`config.mk`:
```
export PLATFORM = sky130hd
export DESIGN_NAME = rbs_serial_sub
export DESIGN_NICKNAME = d
export VERILOG_FILES = /design/src/rtl/rbs_serial_sub.sv
export SDC_FILE = /design/constraint.sdc
export NUM_CORES = 1
export LEC_CHECK = 0
export CAP_MARGIN = 20
export CORE_ASPECT_RATIO = 2
export CORE_UTILIZATION = 55
export DETAILED_ROUTE_END_ITERATION = 6
export DONT_BUFFER_PORTS = 1
export MAX_ROUTING_LAYER = met4
export PLACE_DENSITY = 0.78
export RECOVER_POWER = 25
export SKIP_LAST_GASP = 1
export SLEW_MARGIN = 20
export SYNTH_ARGS = -nofsm -noshare
export SYNTH_HDL_FRONTEND = slang
export SYNTH_SLANG_ARGS = --single-unit
export TNS_END_PERCENT = 1
```
`constraint.sdc`:
```
create_clock -name clk -period 3.6 [get_ports clk]
set_input_delay 0.54 -clock clk [delete_from_list [all_inputs] [get_ports clk]]
set_output_delay 0.54 -clock clk [all_outputs]
set_load 0.01 [all_outputs]
```
`src/rtl/rbs_serial_sub.sv`:
```
// Bit-serial ripple-borrow subtractor: diff = {borrow, A - B - Bin}, one bit per clock, LSB first.
// Latency: start sampled at edge t, result and done pulse valid after edge t+N; one op per N+2 cycles.
// Backpressure: none; start is only honoured in IDLE and ignored (not queued) in RUN/DONE.
module rbs_serial_sub #(
  parameter int N     = 20,
  parameter int CNT_W = 5
) (
  input  logic         clk,
  input  logic         rst,
  input  logic         start,
  input  logic [N-1:0] A,
  input  logic [N-1:0] B,
  input  logic         Bin,
  output logic         busy,
  output logic         done,
  output logic [N:0]   diff,
  output logic         borrow
);

  typedef enum logic [1:0] {
    S_IDLE = 2'd0,
    S_RUN  = 2'd1,
    S_DONE = 2'd2
  } state_t;

  localparam logic [CNT_W-1:0] LAST_BIT = CNT_W'(N - 1);

  state_t             state_q, state_d;
  logic [N-1:0]       ash_q, ash_d;
  logic [N-1:0]       bsh_q, bsh_d;
  logic [N-1:0]       res_q, res_d;
  logic [N:0]         diff_q, diff_d;
  logic               br_q, br_d;
  logic [CNT_W-1:0]   cnt_q, cnt_d;

  logic a_bit, b_bit, d_bit, br_nxt;

  // One full-subtractor cell applied to the current LSBs of the operand shifters.
  always_comb begin
    a_bit  = ash_q[0];
    b_bit  = bsh_q[0];
    d_bit  = a_bit ^ b_bit ^ br_q;
    br_nxt = (~a_bit & b_bit) | (~(a_bit ^ b_bit) & br_q);
  end

  // Next-state logic; diff only changes on the final RUN edge so it holds across a new RUN.
  always_comb begin
    state_d = state_q;
    ash_d   = ash_q;
    bsh_d   = bsh_q;
    res_d   = res_q;
    diff_d  = diff_q;
    br_d    = br_q;
    cnt_d   = cnt_q;
    case (state_q)
      S_IDLE: begin
        if (start) begin
          state_d = S_RUN;
          ash_d   = A;
          bsh_d   = B;
          br_d    = Bin;
          cnt_d   = '0;
        end
      end
      S_RUN: begin
        ash_d = ash_q >> 1;
        bsh_d = bsh_q >> 1;
        br_d  = br_nxt;
        res_d = {d_bit, res_q[N-1:1]};
        cnt_d = cnt_q + 1'b1;
        if (cnt_q == LAST_BIT) begin
          state_d = S_DONE;
          diff_d  = {br_nxt, d_bit, res_q[N-1:1]};
        end
      end
      S_DONE: begin
        state_d = S_IDLE;
      end
      default: begin
        state_d = S_IDLE;
      end
    endcase
  end

  // State and datapath registers; reset aborts any operation in flight.
  always_ff @(posedge clk or posedge rst) begin
    if (rst) begin
      state_q <= S_IDLE;
      ash_q   <= '0;
      bsh_q   <= '0;
      res_q   <= '0;
      diff_q  <= '0;
      br_q    <= 1'b0;
      cnt_q   <= '0;
    end else begin
      state_q <= state_d;
      ash_q   <= ash_d;
      bsh_q   <= bsh_d;
      res_q   <= res_d;
      diff_q  <= diff_d;
      br_q    <= br_d;
      cnt_q   <= cnt_d;
    end
  end

  assign busy   = (state_q == S_RUN);
  assign done   = (state_q == S_DONE);
  assign diff   = diff_q;
  assign borrow = diff_q[N];

endmodule

```
# ---- Word level (Yosys, flattened, before mapping)
# Cells that the tools add are included.
# Widths: inputs -> output; s select.
dict set report word_totals {
  register_bits 89
  out_inout_bits 24
  input_bits 44
  elab_cells 36
}
dict set report op_classes {
  muxes 11
  reduce_logical 5
  n_addsub 1
  n_bitwise 7
  eq_ne 5
}
# op n
set op_table {}
lappend op_table {{$pmux 20 s2} 2}
lappend op_table {{$mux 20} 2}
lappend op_table {{$pmux 5 s2} 1}
lappend op_table {{$reduce_and 2->1} 3}
lappend op_table {{$add 5x1->5 const B} 1}
lappend op_table {{$eq 5x5->1 const B} 1}
lappend op_table {{$mux 5} 1}
lappend op_table {{$mux 2} 2}
lappend op_table {{$pmux 2 s2} 1}
lappend op_table {{$and 1x1->1} 2}
lappend op_table {{$eq 2x1->1 const B} 1}
lappend op_table {{$eq 2x2->1 const B} 1}
lappend op_table {{$logic_not 2->1} 1}
lappend op_table {{$ne 2x1->1 const B} 1}
lappend op_table {{$ne 2x2->1 const B} 1}
lappend op_table {{$not 1->1} 2}
lappend op_table {{$pmux 1 s2} 1}
lappend op_table {{$reduce_bool 2->1} 1}
lappend op_table {{$xor 1x1->1} 2}
lappend op_table {{$mux 1} 1}
lappend op_table {{$or 1x1->1} 1}

# ---- Longest topological paths before layout
# Gate-level depths: netlist of the first run.
dict set report logic_depth {
  ltp_word 5
  depth_mapped 6
}

# ---- Least setup slack after synthesis of the first run
# OpenSTA, ideal clock, no wires.
dict set report synth_timing {
  path_kind {flip-flop to output port}
  startpoint {register state_q[1]}
  endpoint {output port busy}
  t_arrival_ps 1019
  t_required_ps 3060
  path_stages_with_launch 5
  setup_slack_ps 2041
  cell_sequence {dfrtp_1 -> buf_6 -> nand2b_4 -> inv_4 -> clkbuf_1}
}
dict set report synth_between {
  elab_chain_cells 1
}
# item line
set synth_rtl {}
lappend synth_rtl {{from (decl)} 28} ;# state_t state_q, state_d;
lappend synth_rtl {{from (signal assigned)} 96} ;# state_q <= state_d;
lappend synth_rtl {{$eq 2x1->1} 106} ;# assign busy = (state_q == S_RUN);
lappend synth_rtl {{to (decl)} 14} ;# output logic busy,
# No other way between the ends.

# ---- Worst setup path after layout of the first run
dict set report layout_timing {
  startpoint {register state_q[1]}
  endpoint {register diff_q[11], in the netlist diff[11]}
}
dict set report layout_between {
  elab_chain_cells 2
}
# item line
set layout_rtl {}
lappend layout_rtl {{$eq 2x1->1} -}
lappend layout_rtl {{named net busy} 14}
lappend layout_rtl {{$reduce_and 2->1 (no source line)} -}
lappend layout_rtl {{to (signal assigned)} 100} ;# diff_q <= diff_d;
lappend layout_rtl {{to (decl)} 32} ;# logic [N:0] diff_q, diff_d;
# The timed path passes the listed nets, and every way through them passes these cells.
# A chain may end at the register's enable or synchronous reset.

==> flow_results.org, run 1 <==
** Outcome
- Status :: complete, but fails checks
- Failing checks :: max-capacitance violations, max-slew violations

** Timing
- Tightest slew margin relative to the limit :: -16.26%
- Worst Skew :: ~5.0 ps
- Fmax achieved :: 421.4 MHz
- Clock period minus final worst setup slack :: around 2400 ps
- Final cycle utilization of the critical path :: about two thirds
- The number of slew-limit violations in the final report is 39.
- The final hold violation count is 0.
- Number of endpoints failing setup at the final stage :: 0
- At the pin with the least slew margin, the transition time is between 1500 and 2000 ps.
- Setup TNS :: 0 ps
- Setup repair after global routing missed its margin :: no

** Critical path
- STA classifies the critical path startpoint as a flip-flop.
- CP endpoint kind :: flip-flop
- Worst-path maximum fanout :: just over 60
- Critical path's slowest cell :: sky130_fd_sc_hd__nand2_2
- Broken down by cell family, the worst path's largest delay share belongs to simple AND/OR/NAND/NOR gates.
- Counting cells, the worst reg-to-reg path comes to 4.
- Data required time of the critical path :: 3820 ps
- Critical path type :: flip-flop to flip-flop
- Series of cell instances along the critical path :: nand2b_4 -> inv_4 -> nand2_2 -> mux2_4
- STA puts the critical path data arrival time at between 2000 and 3000 ps.
- CP startpoint :: state_q[1]$_DFFE_PP0P_
- The worst register-to-register path begins at state_q[1]$_DFFE_PP0P_.
- On the worst path, the slowest cell contributes a delay of approximately 590 ps.
- Counting both buffers and inverters, the worst setup path holds a total of 1.
- Stages on the worst setup path :: 4

** Worst hold path
- The path class of the tightest hold or removal check is input pin to flip-flop.
- Worst Hold Launch :: A[3]
- Counting instances, the worst hold path has a depth of 2.

** Flow run
- Max Cap Viol :: 1

** Routing
- Detailed-route wire length per cell :: 17.24 µm
- Number of vias after detailed routing :: about 2,700
- Total detailed-routing wirelength :: between 8000 and 9000 µm
- After detailed routing, the number of remaining DRC violations is 0.
- Routed vias/inst :: 5.767
- First-pass iteration count of the detailed router :: 4
- Number of design-rule violations left by the first detailed-router iteration :: ~170
- The count of nets left with antenna violations once routing finished came out at 0.

** Clock tree
- Number of gates resized after cts :: 0
- The tree built by TritonCTS fans out to a little under 90 sinks.
- After clock tree synthesis, the clock-pin slew on the worst setup and hold paths is 60 ps.
- Buffers added to address setup during post-CTS repair amount to 0.
- Clock latency on the worst-skew pair :: between 300 and 400 ps
- Number of buffers created by CTS :: 9
- Clock root buffer master :: sky130_fd_sc_hd__clkbuf_16
- Hold buffer count at CTS :: 0
- Number of levels in the clock H-tree :: 3
- Worst-case clock buffer depth :: 2
- TritonCTS built the clock tree.

** Cells and area
- Final #Nets :: 420
- Number of fill cells :: slightly below 600
- Number of standard cells in the layout, taps in and fillers out :: roughly 470
- Once layout is done, the placed cells without fillers occupy 4287 µm².
- The repair_antennas step left the layout with diodes totalling 0.
- Relative to the synthesized area, the layout overhead comes to 6.331%.
- Share of final-layout standard cells stronger than drive strength 1 :: a little over a tenth

** Yosys
- Counting flops with a built-in enable in the synthesized netlist gives 0.
- Counting flops with an async set or reset pin after synthesis yields a share of 100.0%.
- Yosys instantiated no cell more often than sky130_fd_sc_hd__dfrtp_1.
- The share of synthesized area in the top cell type comes to between 50% and 60%.
- Post-synthesis instance total :: about 390
- Synthesis produced a netlist with a net count of ~430.
- After synthesis, the most frequently instantiated cells are sky130_fd_sc_hd__dfrtp_1 (88), sky130_fd_sc_hd__nand2_1 (63), sky130_fd_sc_hd__nor2b_1 (41), sky130_fd_sc_hd__a21oi_1 (40), sky130_fd_sc_hd__a22oi_1 (38).
- Synthesis-stage register bit count :: 88
- The largest total area in the synthesized netlist belongs to sky130_fd_sc_hd__dfrtp_1.
- Each instance of the synthesized netlist takes up on average 10.39 µm².
- Number of warnings printed during yosys synthesis :: 0
- Yosys attributes the largest share of cell area to sky130_fd_sc_hd__dfrtp_1 (55%), sky130_fd_sc_hd__a22oi_1 (7.1%), sky130_fd_sc_hd__mux2_4 (6.7%).
- The most used flip-flop cell after synthesis is sky130_fd_sc_hd__dfrtp_1.
- The synthesized netlist occupies a cell area of a little over 4000 µm².
- For this run, the register share of the synthesized area comes to between 50% and 60%.
- In this run, distinct cell masters in the synthesized netlist total 28.

** Placed design
- PortBufs :: 0
- Including well taps, the total number of placed cells is around 450.
- Routability-driven placement finished with a final weighted congestion of about 0.75.
- In this run the cell area measured after placement is ~4000 µm².
- Post-DP HPWL :: between 5000 and 6000 µm

** Power and ir drop
- VDD sags by at most roughly 0.48 mV.
- Power density cells :: between 800 and 900 nW/µm²
- Power after layout :: 3.591 mW
- Leakage power of the design :: around 2.0 nW

** Floorplanning
- Once the floorplan was initialized, standard cells occupied between 50% and 60% of the core.
- The die covers 7697 µm².
- The region available for standard cell placement spans 6994 µm².
- The floorplan has between 40 and 50 rows.
- Number of primary I/O pins :: between 60 and 70
- Horizontal die dimension :: 62.54 µm
- Die Height :: between 100 and 150 µm

** GRT
- Global-route total usage across every layer :: roughly 23%
- After global routing the overflow that remains totals 0.
- Wire length of the first global-routing pass :: ~13,000 µm
- Number of global-route vias before repair :: roughly 2,600
- Pin count of the biggest net entering global routing :: a little over 60
- The initial antenna violation count was 0.
==> cells in the final DEF, fill, tap and decap left out, types with 2 or more instances in the layout <==
master                      netlist  layout
sky130_fd_sc_hd__inv_1            5       4
sky130_fd_sc_hd__clkbuf_16        0       9
sky130_fd_sc_hd__mux2_2           2       2
sky130_fd_sc_hd__nand2_1         63      63
sky130_fd_sc_hd__mux2_4          18      18
sky130_fd_sc_hd__nor2b_1         41      40
sky130_fd_sc_hd__a21oi_1         40      40
sky130_fd_sc_hd__xor2_1           2       2
sky130_fd_sc_hd__o21ai_1         10      10
sky130_fd_sc_hd__dfrtp_1         88      88
sky130_fd_sc_hd__clkbuf_1        17       4
sky130_fd_sc_hd__buf_4            1       4
sky130_fd_sc_hd__a22oi_1         38      38
sky130_fd_sc_hd__a2bb2oi_1        3       3
sky130_fd_sc_hd__o21ai_0         36      36
sky130_fd_sc_hd__nand3_1          2       2
==> logic make-up (layout without fill, tap and decap cells) <==
family	count (synthesis)	count (layout)	share of synthesized area, %
buffers and inverters	36	25	4.345
muxes	21	21	7.511
AOI/OAI and AO/OA	129	129	18.81
DFF	88	88	54.62
xor gates and xnor gates	2	2	0.4346
and+or+nand+nor	110	110	13.47
adders and majority gates	2	2	0.8069
==> path summary, 6_finish.rpt <==
kind	end	slack [ps]
setup reg to reg	diff[11]$_DFFE_PP0P_	1230
setup / recovery	diff[11]$_DFFE_PP0P_	1230
min in group asynchronous	bsh_q[4]$_DFFE_PP0P_	510
hold reg to reg	res_q[1]$_DFFE_PP0P_	490
hold / removal	ash_q[3]$_DFFE_PP0P_	390
max in group asynchronous	cnt_q[2]$_DFFE_PP0P_	1400
==> final cells by class <==
cell class	instances	area, µm²	area share (%)
Inverter	6	26.28	0.6130
Tap cell	90	112.6	2.627
Timing Repair Buffer	5	33.78	0.7881
Sequential cell	88	2202	51.37
Clock buffer	13	250.2	5.838
Clock inverter	1	5.005	0.1168
Multi-Input combinational cell	264	1657	38.65
==> state kept, by name (all words and copies together), names as in the netlist <==
signal	cells
br_q	1
cnt_q	5
bsh_q	20
state_q	2
ash_q	20
diff	21
res_q	19
==> per-stage QoR <==
stage	hold WS, ps	util (%)	setup slack, ps
detailed placement	478.1	57.69	1214
global placement	464.1	57.69	1311
finish	387.1	61.29	1227
CTS	179.7	61.34	1203
floorplan	441.9	-	781.4
global route	376.7	61.29	914.3
==> per-layer routing <==
metal	wire length, µm	track usage [%]	share of wire [%]	vias to the layer above
met5	0	-	0	-
met4	184	9.302	2.3	0
met3	410	7.565	5.1	12
met2	4076	36.07	51	67
met1	3378	27.00	42	1304
li1	-	-	-	1310
==> power breakdown <==
| group | internal [mW] | switching (mW) |
|---|---|---|
| clock | 0.478 | 0.343 |
| combinational | 0.479 | 0.585 |
| sequential | 1.37 | 0.335 |
| total | 2.33 | 1.26 |
(Power assumes the default switching activity.)
==> run 2, diff against run 1 <==
==> constraint.sdc (replaced) <==
create_clock -name clk -period 2.49 [get_ports clk]
set_input_delay 0.3735 -clock clk [delete_from_list [all_inputs] [get_ports clk]]
set_output_delay 0.3735 -clock clk [all_outputs]
set_load 0.01 [all_outputs]
==> flow_results.org, run 2 (synthesized netlist as in run 1, its figures left out) <==
** Critical path
- For this design, the slowest cell found on the critical path is sky130_fd_sc_hd__nand2_2.
- Critical path type :: flip-flop to flip-flop
- STA classifies the critical path startpoint as a flip-flop.
- The number of buffers and inverters on the critical path is 1.
- Walking the worst path, the cells encountered are nand2b_4 -> inv_4 -> nand2_2 -> mux2_4.
- In this run the worst path has a maximum fanout of 30.
- The setup check on the worst reg-to-reg path leaves a slack of 430 ps.
- Data on the critical path is required at its endpoint by between 2000 and 3000 ps.
- Data arrival time of the worst path :: roughly 2300 ps
- The cell family contributing the most delay on the critical path is simple AND/OR/NAND/NOR gates.
- CP endpoint kind :: flip-flop
- Delay contributed by the slowest stage of the critical path :: approximately 480 ps

** Power and ir drop
- The worst-case IR drop observed on VDD is just over 0.7 mV.
- The analysis attributes to cell leakage a power of between 1.5 and 2 nW.
- Power spread over the standard cell area amounts to 1213 nW/µm².
- The design draws slightly above 5 mW.

** Timing
- Subtracting the final worst setup slack from the clock period gives 2065 ps.
- The number of slew-limit violations in the final report was 89.
- Setup violations remaining at the end of the flow were counted as 0.
- Number of hold violations in the final report :: 0
- Final cycle utilization of the critical path :: a little over 80%
- Fmax achieved :: about 480 MHz
- At the pin with the least slew margin, the transition time is between 1500 and 2000 ps.
- Setup repair after global routing missed its margin :: no
- Tightest slew margin relative to the limit :: -25.03%
- Adding up every negative setup slack in the final design gives 0 ps.
- Worst Skew :: 5.302 ps

** Routing
- In this run, the number of DRC markers left after iteration 0 of detailed routing was 156.
- Number of vias after detailed routing :: 2,822
- Number of nets still failing antenna checks after routing :: 0
- Routed vias/inst :: 6.030
- In the final routed layout, each cell accounts on average for between 15 and 20 µm.
- Before antenna repair, the detailed router went through 4 iterations.
- Total detailed-routing wirelength :: roughly 8100 µm
- Post-route DRC :: 0

** Cells and area
- Excluding fillers, the count of instances in the completed layout stands at roughly 470.
- Synth-to-Final Area Change :: 6.207%
- Final #Nets :: 420
- At the end of the flow the core is filled with cells to 61.22%.
- The layout has a little under 600 filler cells.
- The library cell used most frequently in the layout, excluding fill and tap cells, is sky130_fd_sc_hd__dfrtp_1.
- Share of final-layout standard cells stronger than drive strength 1 :: between 10% and 20%
- In the layout the commonest cells are sky130_fd_sc_hd__dfrtp_1 (88), sky130_fd_sc_hd__nand2_1 (63), sky130_fd_sc_hd__a21oi_1 (40), sky130_fd_sc_hd__nor2b_1 (40), sky130_fd_sc_hd__a22oi_1 (38).
- N_diodes :: 0
- The register with the most flip-flops in the layout has 21 of them.

** Worst hold path
- Kind of path behind the tightest hold check :: input pin to flip-flop

** Floorplanning
- For this configuration, the core starts out at a cell density of between 50% and 60%.
- The core region is around 7000 µm².
- From bottom edge to top edge, the die measures 123.1 µm.
- Number of primary I/O pins :: 68
- Die outline area :: 7697 µm²
- In this run the horizontal extent of the chip is roughly 63 µm.
- The initialized floorplan defines 43 standard-cell rows.

** Placed design
- The wire-length estimate of the detail-placed layout is 5026 µm.
- The congestion estimate from routability-driven global placement came to a little over 0.8.
- PortBufs :: 0
- After detailed placement, the design holds a cell count of 453.

** GRT
- Met1 capacity usage during global routing :: 25.72%
- Global routing met2 resource utilization :: 38.93%
- Pin count of the biggest net entering global routing :: 89
- The total overflow left after global routing is 0.
- Global Route met3 Usage :: ~5.5%
- Number of global-route vias before repair :: between 2,000 and 3,000
- Wire length of the first global-routing pass :: about 14,000 µm
- Global route hottest layer :: met2
- Number of antenna violations at the first check in global routing :: 0
- Global-route total usage across every layer :: between 20% and 30%

** Flow run
- Across the run, the number of max-cap violations was 1.

** Clock tree
- Clock root buffer master :: sky130_fd_sc_hd__clkbuf_16
- Hold buffer count at CTS :: 0
- TritonCTS built the clock tree.
- CTS sink cnt :: slightly below 90
- Number of gates resized after cts :: 0
- Setup Fix Bufs, Post-CTS :: 0
- Clock latency on the worst-skew pair :: approximately 340 ps
- In this run the deepest clock path goes through 2 buffers.
- Number of buffers created by CTS :: 9
- In this run the number of H-tree levels came out at 3.
- Clock-pin slew was measured on the worst setup and hold paths at 60 ps.

** Outcome
- The final reports fail on max-capacitance violations, max-slew violations.
- The flow ran to the end, but the final reports show violations.
-- run 2: cell count changes in the layout (fill, tap and decap cells not counted), sizes merged --
cell / before / now
buf: 4 / 5
-- run 2: worst paths after layout --
kind | startpoint | endpoint | depth (start not counted)
min | B[14] | bsh_q[14]$_DFFE_PP0P_ | 2
min reg2reg | res_q[1]$_DFFE_PP0P_ | res_q[1]$_DFFE_PP0P_ | 2
max in group asynchronous | rst | res_q[2]$_DFFE_PP0P_ | 2
max | state_q[1]$_DFFE_PP0P_ | diff[7]$_DFFE_PP0P_ | 4
max reg2reg | state_q[1]$_DFFE_PP0P_ | diff[7]$_DFFE_PP0P_ | 4
min in group asynchronous | rst | bsh_q[12]$_DFFE_PP0P_ | 2
-- run 2: cell type report --
cell class                 instances  area, µm²  share of cell area, %
tap                               90      112.6                  2.630
clock inverter                     1      5.005                 0.1169
timing repair buffer               5      35.03                 0.8182
clock buffer                      14      244.0                  5.698
sequential                        88       2202                  51.43
inverter                           6      26.28                 0.6137
multi-input combinational        264       1657                  38.69
-- run 2: routing by layer --
metal | wire, µm | up-vias | part of all wire, %
li1 | - | 1310 | -
met1 | 3373 | 1430 | 42
met2 | 4182 | 70 | 52
met3 | 362 | 12 | 4.5
met4 | 158 | 0 | 2.0
met5 | 0 | - | 0
-- run 2: metrics by stage --
stage	instance area, µm²	hold WS, ps	setup WS, ps
finish	4282	216.6	425.2
global route	4282	225.8	267.4
CTS	4299	58.50	414.0
detailed placement	4050	414.9	437.3
global placement	4050	413.9	507.3
floorplan	4035	441.9	968.2
-- run 2: power breakdown --
group          leakage [nW]  switching [mW]  internal, mW
logic                 0.718           0.852         0.699
clock network         0.121           0.505         0.671
registers              1.14           0.484          1.98
==> run 3, diff against run 2 <==
--- a/config.mk
+++ b/config.mk
@@ -11,7 +11,7 @@
 export DETAILED_ROUTE_END_ITERATION = 6
 export DONT_BUFFER_PORTS = 1
 export MAX_ROUTING_LAYER = met4
-export PLACE_DENSITY = 0.78
+export PLACE_DENSITY = 0.81
 export RECOVER_POWER = 25
 export SKIP_LAST_GASP = 1
 export SLEW_MARGIN = 20
==> constraint.sdc (replaced) <==
create_clock -name clk -period 1.8 [get_ports clk]
set_input_delay 0.27 -clock clk [delete_from_list [all_inputs] [get_ports clk]]
set_output_delay 0.27 -clock clk [all_outputs]
set_load 0.01 [all_outputs]
==> flow_results.org, run 3 (synthesized netlist as in run 1, its figures left out) <==
** Outcome
- Status :: finished clean

** Timing
- Setup repair after global routing missed its margin :: no
- Worst Skew :: 6.179 ps
- Number of hold violations in the final report :: 0
- Worst hold margin :: 115.4 ps
- In this run the tightest slew margin relative to its limit is a little over a quarter.
- Of the available clock period, the critical path in the final layout requires slightly above 90%.
- At the pin with the least slew margin, the transition time is about 1100 ps.
- Max Slew Vio Count :: 0
- Setup total negative slack on the finished layout was measured at 0 ps.
- After layout, the minimum clock period comes to around 1700 ps.
- Derived from the worst setup path, the maximum achievable clock frequency is between 500 and 600 MHz.
- Setup violations remaining at the end of the flow were counted as 0.

** Clock tree
- CTS sink cnt :: slightly below 90
- Clock slew seen by the registers of the worst setup and hold paths :: about 60 ps
- Setup Fix Bufs, Post-CTS :: 0
- After clock tree synthesis, the flow added hold-fix buffers numbering 1.
- The clock passes through at most 2 buffers.
- Number of buffers created by CTS :: 9
- Number of gates resized after cts :: 0
- Number of levels in the clock H-tree :: 3
- Clock latency on the worst-skew pair :: approximately 330 ps
- Clock root buffer master :: sky130_fd_sc_hd__clkbuf_16
- CTS tree :: yes

** Floorplanning
- The floorplan step set the die height to about 120 µm.
- During I/O placement, the number of pins put on the boundary was 68.
- The floorplan step defined a die boundary enclosing between 7000 and 8000 µm².
- In this run the horizontal extent of the chip is between 60 and 70 µm.
- The initialized floorplan defines 43 standard-cell rows.
- Core area :: 6994 µm²
- Once the floorplan was initialized, standard cells occupied between 50% and 60% of the core.

** Routing
- Total detailed-routing wirelength :: 8133 µm
- Number of design-rule violations left by the first detailed-router iteration :: about 190
- The first detailed-routing pass took 4 iterations.
- Post-route DRC :: 0
- Dividing the detail-routed via count by the number of cells gives approximately 6.0.
- The detail route stage leaves a number of antenna-violating nets equal to 0.
- Detailed routing inserted a total of ~2,900 vias.
- Detailed-route wire length per cell :: between 15 and 20 µm

** Placed design
- Number of placed instances, taps included :: between 400 and 500
- Routability congestion estimate from global placement :: slightly above 0.7
- Port buffering added 0 buffers.
- The wire-length estimate of the detail-placed layout is slightly below 5000 µm.
- In this run the cell area measured after placement is a little over 4000 µm².

** Power and ir drop
- The share of total power dissipated in combinational logic is 30.4%.
- Clock group share of total power :: 23.8%
- In this run, flip-flops and latches consume a little under half of the power.
- Internal power contribution :: a little under 5 mW
- Net switching component of the power :: 2.600 mW
- VDD sags by at most 0.9724 mV.
- Switching part of the total :: 34.87%
- Power spread over the standard cell area amounts to roughly 1700 nW/µm².
- Leakage power of the design :: roughly 2.0 nW

** Cells and area
- In the final design database the tool counted 425 nets.
- Leaving out filler cells and counting taps, the final layout contains about 470.
- Register area :: between 2000 and 2500 µm²
- The library cell used most frequently in the layout, excluding fill and tap cells, is sky130_fd_sc_hd__dfrtp_1.
- The post-route netlist has 12.24% of its cells at a drive strength greater than 1.
- Number of flip-flops under the largest register name :: 21
- Synth-to-Final Area Change :: 9.063%
- Final Core Density :: 62.86%
- The filler cells instantiated in the layout total approximately 580.
- N_diodes :: 0
- Summing all non-filler instances in the final layout gives an area of 4397 µm².
- Footprint of the multi-input gates :: about 1700 µm²
- In the layout the commonest cells are sky130_fd_sc_hd__dfrtp_1 (88), sky130_fd_sc_hd__nand2_1 (63), sky130_fd_sc_hd__a21oi_1 (40), sky130_fd_sc_hd__nor2b_1 (40), sky130_fd_sc_hd__a22oi_1 (38).

** Critical path
- Data on the critical path arrives at its endpoint at 1890 ps.
- Worst-path maximum fanout :: 9
- Critical path type :: flip-flop to flip-flop
- Startpoint class of the critical path :: flip-flop
- CP endpoint kind :: flip-flop
- For the worst setup path, the data required time is roughly 2000 ps.

** Worst hold path
- The tightest min-delay check is of the input pin to flip-flop type.

** GRT
- Global-route total usage across every layer :: 23.44%
- Wire length of the first global-routing pass :: 13,630 µm
- Entering global routing, the biggest net connects 89 pins.
- Number of antenna violations at the first check in global routing :: 0
- Summed over all layers, the global routing overflow is 0.
- The number of global-route vias before repair was roughly 3,000.

** Flow run
- Max-cap violations in this run came to 0.
[run 3: per-stage QoR]
stage	total power [mW]	setup WS, ps
global route	7.943	56.77
global placement	5.565	187.4
finish	7.458	124.7
floorplan	5.130	278.2
detailed placement	5.717	143.4
CTS	7.534	122.4
[run 3: cell type report]
cell class,count,area share [%]
clock buffer,12,5.378
clock inverter,4,1.024
inverter,6,0.6545
multi-input combinational,264,37.68
sequential,88,50.09
tap,90,2.561
timing repair buffer,10,2.618
[run 3: worst paths after layout]
path                                           start                     to  slack [ps]  cells after the start
min in group asynchronous                        rst  res_q[16]$_DFFE_PP0P_         770                      3
max in group asynchronous                        rst   ash_q[5]$_DFFE_PP0P_         290                      3
worst min-delay path                           A[17]  ash_q[17]$_DFFE_PP0P_         120                      2
worst max register to register  cnt_q[0]$_DFFE_PP0P_    diff[0]$_DFFE_PP0P_         120                      5
worst min register to register  res_q[1]$_DFFE_PP0P_   res_q[1]$_DFFE_PP0P_         470                      2
worst max-delay path            cnt_q[0]$_DFFE_PP0P_    diff[0]$_DFFE_PP0P_         120                      5
[run 3: power groups by stage]
stage                     logic [mW]  registers (mW)  clock network (mW)
final                           2.27            3.42                1.78
after global routing            2.54            3.52                1.88
after CTS                       2.30            3.42                1.81
after detailed placement        2.28            3.44                   0
after global placement          2.16            3.41                   0
after floorplan                 1.88            3.25                   0
[run 3: critical path, stage by stage, from the launching register on]
cell	delay, ps
sky130_fd_sc_hd__dfrtp_1	410
sky130_fd_sc_hd__ha_1	250
sky130_fd_sc_hd__and4bb_1	220
sky130_fd_sc_hd__nand2_2	170
sky130_fd_sc_hd__buf_12	170
sky130_fd_sc_hd__mux2_2	330
[run 3: metal layers]
layer / vias up / track usage [%] / part of all wire, %
met5: - / - / 0
met4: 0 / 12.79 / 2.7
met3: 16 / 4.982 / 4.8
met2: 94 / 38.99 / 52
met1: 1432 / 26.21 / 40
li1: 1320 / - / -
